==> config.mk <==
export PLATFORM = sky130hd
export DESIGN_NAME = adder_n
export DESIGN_NICKNAME = d
export VERILOG_FILES = /design/src/rtl/full_adder.sv /design/src/rtl/adder_n.sv
export SDC_FILE = /design/constraint.sdc
export NUM_CORES = 1
export LEC_CHECK = 0
export CORE_UTILIZATION = 34
export DETAILED_ROUTE_END_ITERATION = 10
export GPL_TIMING_DRIVEN = 0
export PLACE_DENSITY = 0.84
export SYNTH_ARGS = -nofsm -noshare
export SYNTH_HDL_FRONTEND = slang
export SYNTH_SLANG_ARGS = --single-unit
==> constraint.sdc <==
create_clock -name clk -period 12.92 [get_ports clk]
set_input_delay 2.584 -clock clk [delete_from_list [all_inputs] [get_ports clk]]
set_output_delay 2.584 -clock clk [all_outputs]
set_load 0.03 [all_outputs]
==> src/rtl/full_adder.sv <==
// One-bit full adder cell, the ripple stage of adder_n.
// Latency: combinational, zero cycles.
// Backpressure: none; the cell always reflects its inputs.
module full_adder (
    input  logic a,
    input  logic b,
    input  logic c_in,
    output logic sum,
    output logic c_out
);

    // Sum is the parity of the three inputs; carry is their majority.
    always_comb begin
        sum   = a ^ b ^ c_in;
        c_out = (a & b) | (a & c_in) | (b & c_in);
    end

endmodule

==> src/rtl/adder_n.sv <==
// N-bit ripple-carry adder with carry-in/out, plus a registered copy of the result.
// Latency: sum/c_out combinational (zero cycles); sum_q/c_out_q one clk cycle later.
// Backpressure: none; no enable or handshake, the register loads every cycle.
module adder_n #(
    parameter int N = 8
) (
    input  logic         clk,
    input  logic         rst,
    input  logic [N-1:0] a,
    input  logic [N-1:0] b,
    input  logic         c_in,
    output logic [N-1:0] sum,
    output logic         c_out,
    output logic [N-1:0] sum_q,
    output logic         c_out_q
);

    // carry[i] is the carry into bit i; carry[N] is the carry out of the top bit.
    logic [N:0]   carry;
    logic [N-1:0] sum_d;
    logic         c_out_d;

    assign carry[0] = c_in;

    // One full adder per bit, chained through the carry vector.
    for (genvar i = 0; i < N; i++) begin : g_bit
        full_adder u_fa (
            .a     (a[i]),
            .b     (b[i]),
            .c_in  (carry[i]),
            .sum   (sum_d[i]),
            .c_out (carry[i+1])
        );
    end

    // Combinational outputs are the chain itself; they never see clk or rst.
    always_comb begin
        c_out_d = carry[N];
        sum     = sum_d;
        c_out   = c_out_d;
    end

    // Registered result copy for pipelined consumers; reset clears only this copy.
    always_ff @(posedge clk) begin
        if (rst) begin
            sum_q   <= '0;
            c_out_q <= 1'b0;
        end else begin
            sum_q   <= sum_d;
            c_out_q <= c_out_d;
        end
    end

endmodule

==> metrics.yaml <==
dp_hpwl_um: 814
finalNonFillerCells: 99
wl_um: 860
ant_nets: 0
end_kind: "output port"
num_rows: 13
synth_seq_cells: 9
yosys.area.top_type_share: 0.370
drive_above_1_share: 0.131
tightestPinTransition_ps: 322
worst-path-stages: 15
ys.flop_type: "dfxtp_1"
critPathLaunchType: "primary input"
path_clk_slew_ps: 50
synth_edf_count: 0
yosysWarnings: 0
crit_buf_inv: 7
setup_tns_ps: 0
async_flop_share: 0
holdCritStartpoint: "rst"
hold-worst-slack_ps: 3040
synth_area_per_cell_um2: 11.1
grt_max_degree: 10
yosysMostFrequentCell: "inv_1"
synth_fa_ha_area_frac: 0.329
whs_endpoint: "sum_q[0]$_SDFF_PP0_"
synth_top_family_by_area: "adder cells"
drc: 0
areaGrowthSynthToFinish_pct: 83.3
synth_common_cells: "inv_1, dfxtp_1, buf_4, fa_1, nor2b_1"
core-area_um2: 1320
n_antenna_cell: 0
cts_resized: 0
via_per_inst: 3.68
synth_nets: 71
maxSlewHeadroom: 0.785
leakagePower_nw: 0.398
hp-class: "in -> reg"
grt.total_usage: 0.124
synth-simple-area-share: 0.100
hold_depth: 2
cp_max_fo: 2
hold_viol: 0
dr_total_vias: 364
drt_iter0_markers: 7
synth_area_leader_cell: "dfxtp_1"
fp.dieH_um: 39.8
path_class: "in -> out"
hold_buffers: 0
clockBufferDepth: 2
period_share: 0.731
slew_violations: 0
crit_family: "adder cells"
fin_crit_ps: 9440
synth_compound_area_frac: 0
avgRoutedWirePerCell_um: 8.69
setup_viol: 0
crit_required_ps: 10340
status: "complete, no violations"
grt.overflow.total: 0
fmax_mhz: 106
cp_slowest_cell: "clkdlybuf4s50_1"
die_width_um: 39.8
cp_slowest_stage_delay_ps: 650
globalplace.congestion: 0.720
antenna_found_initial: 0
cts.sinks: 9
synthMuxAreaShare: 0
cpMostUsedCell: "fa_1"
synth_xor_area_frac: 0
synth_cell_type_count: 6
synth_area_um2: 487
seq_area_frac_synth: 0.370
grt_pass1_wl_um: 1240
cts_buffers: 3
portBuffers: 36
h-tree-depth: 1
start_util: 0.369
rsz0062_at_grt: "no"
p_per_area_nw_per_um2: 123
synth_area_leaders: "dfxtp_1, fa_1, buf_4, inv_1, nor2b_1"
drv_cap: 0
synth_cells: 44
grt_pass1_vias: 313
cts_setup_buffers: 0
nNetsFinal: 112
dieArea_um2: 1590
first_pass_iters: 4
crit_arrival_ps: 6860
placedCellCount: 95
io_pins: 37
crit_chain: "clkdlybuf4s50_1 -> inv_1 -> fa_1 -> inv_1 -> fa_1 -> fa_1 -> fa_1 -> fa_1 -> fa_1 -> fa_1 -> inv_1 -> fa_1 -> inv_1 -> buf_4 -> clkdlybuf4s50_1"
clock-root-buffer: "clkbuf_4"
max-vdd-ir-drop_v: 0.0000570
tritoncts: "built"
flip-flops by register name, indices dropped and copies added, names as in the netlist:
register,flops
c_out_q,1
sum_q,8
metrics by stage:
step / utilization / setup WS (ps) / area, µm² / total power (W)
6_report: 0.677 / 3480 / 892 / 0.000109
5_1_grt: 0.677 / 3290 / 892 / 0.000115
4_1_cts: 0.677 / 3460 / 892 / 0.000111
3_5_place_dp: 0.657 / 3460 / 866 / 0.0000907
3_3_place_gp: 0.657 / 3470 / 866 / 0.0000899
2_1_floorplan: - / 4570 / 487 / 0.0000660
cell usage in the layout, fill, tap and decap left out:
master / Yosys / routed
nor2b_1: 6 / 6
dfxtp_1: 9 / 9
buf_4: 8 / 8
nor2_1: 3 / 3
fa_1: 8 / 8
clkbuf_4: 0 / 3
inv_1: 10 / 10
clkdlybuf4s50_1: 0 / 36
clkbuf_1: 0 / 1
worst max path at each step:
stage / from / end / slack, ps
CTS: a[0] / sum[7] / 3460
floorplan: a[0] / sum[7] / 4570
global route: c_in / sum[7] / 3290
global placement: a[0] / sum[7] / 3470
finish: a[0] / sum[7] / 3480
detailed placement: a[0] / sum[7] / 3460
cell type report:
cell class	instances	area, µm²
multi-input cells	17	209
clock buffers	4	26.3
repair buffers	36	360
flip-flops and latches	9	180
fillers	102	425
inverters	10	37.5
plain buffers	8	60.1
well taps	15	18.8
cell families (layout without fill, tap and decap cells):
kind of cell / after synthesis / count (layout)
simple gates: 9 / 9
buf+inv: 18 / 58
flops: 9 / 9
fa+ha+maj: 8 / 8
power breakdown:
part	switching (W)	internal [W]
registers	0.000000754	0.0000312
logic	0.0000280	0.0000294
clock network	0.00000820	0.0000118
total	0.0000370	0.0000724
routing by layer:
layer | global-route usage | vias up | share of wire
met1 | 0.129 | 154 | 0.35
met4 | 0.112 | 0 | 0
li1 | - | 195 | -
met2 | 0.217 | 15 | 0.60
met5 | 0 | - | 0
met3 | 0.0114 | 0 | 0.042
(Power assumes the default switching activity.)
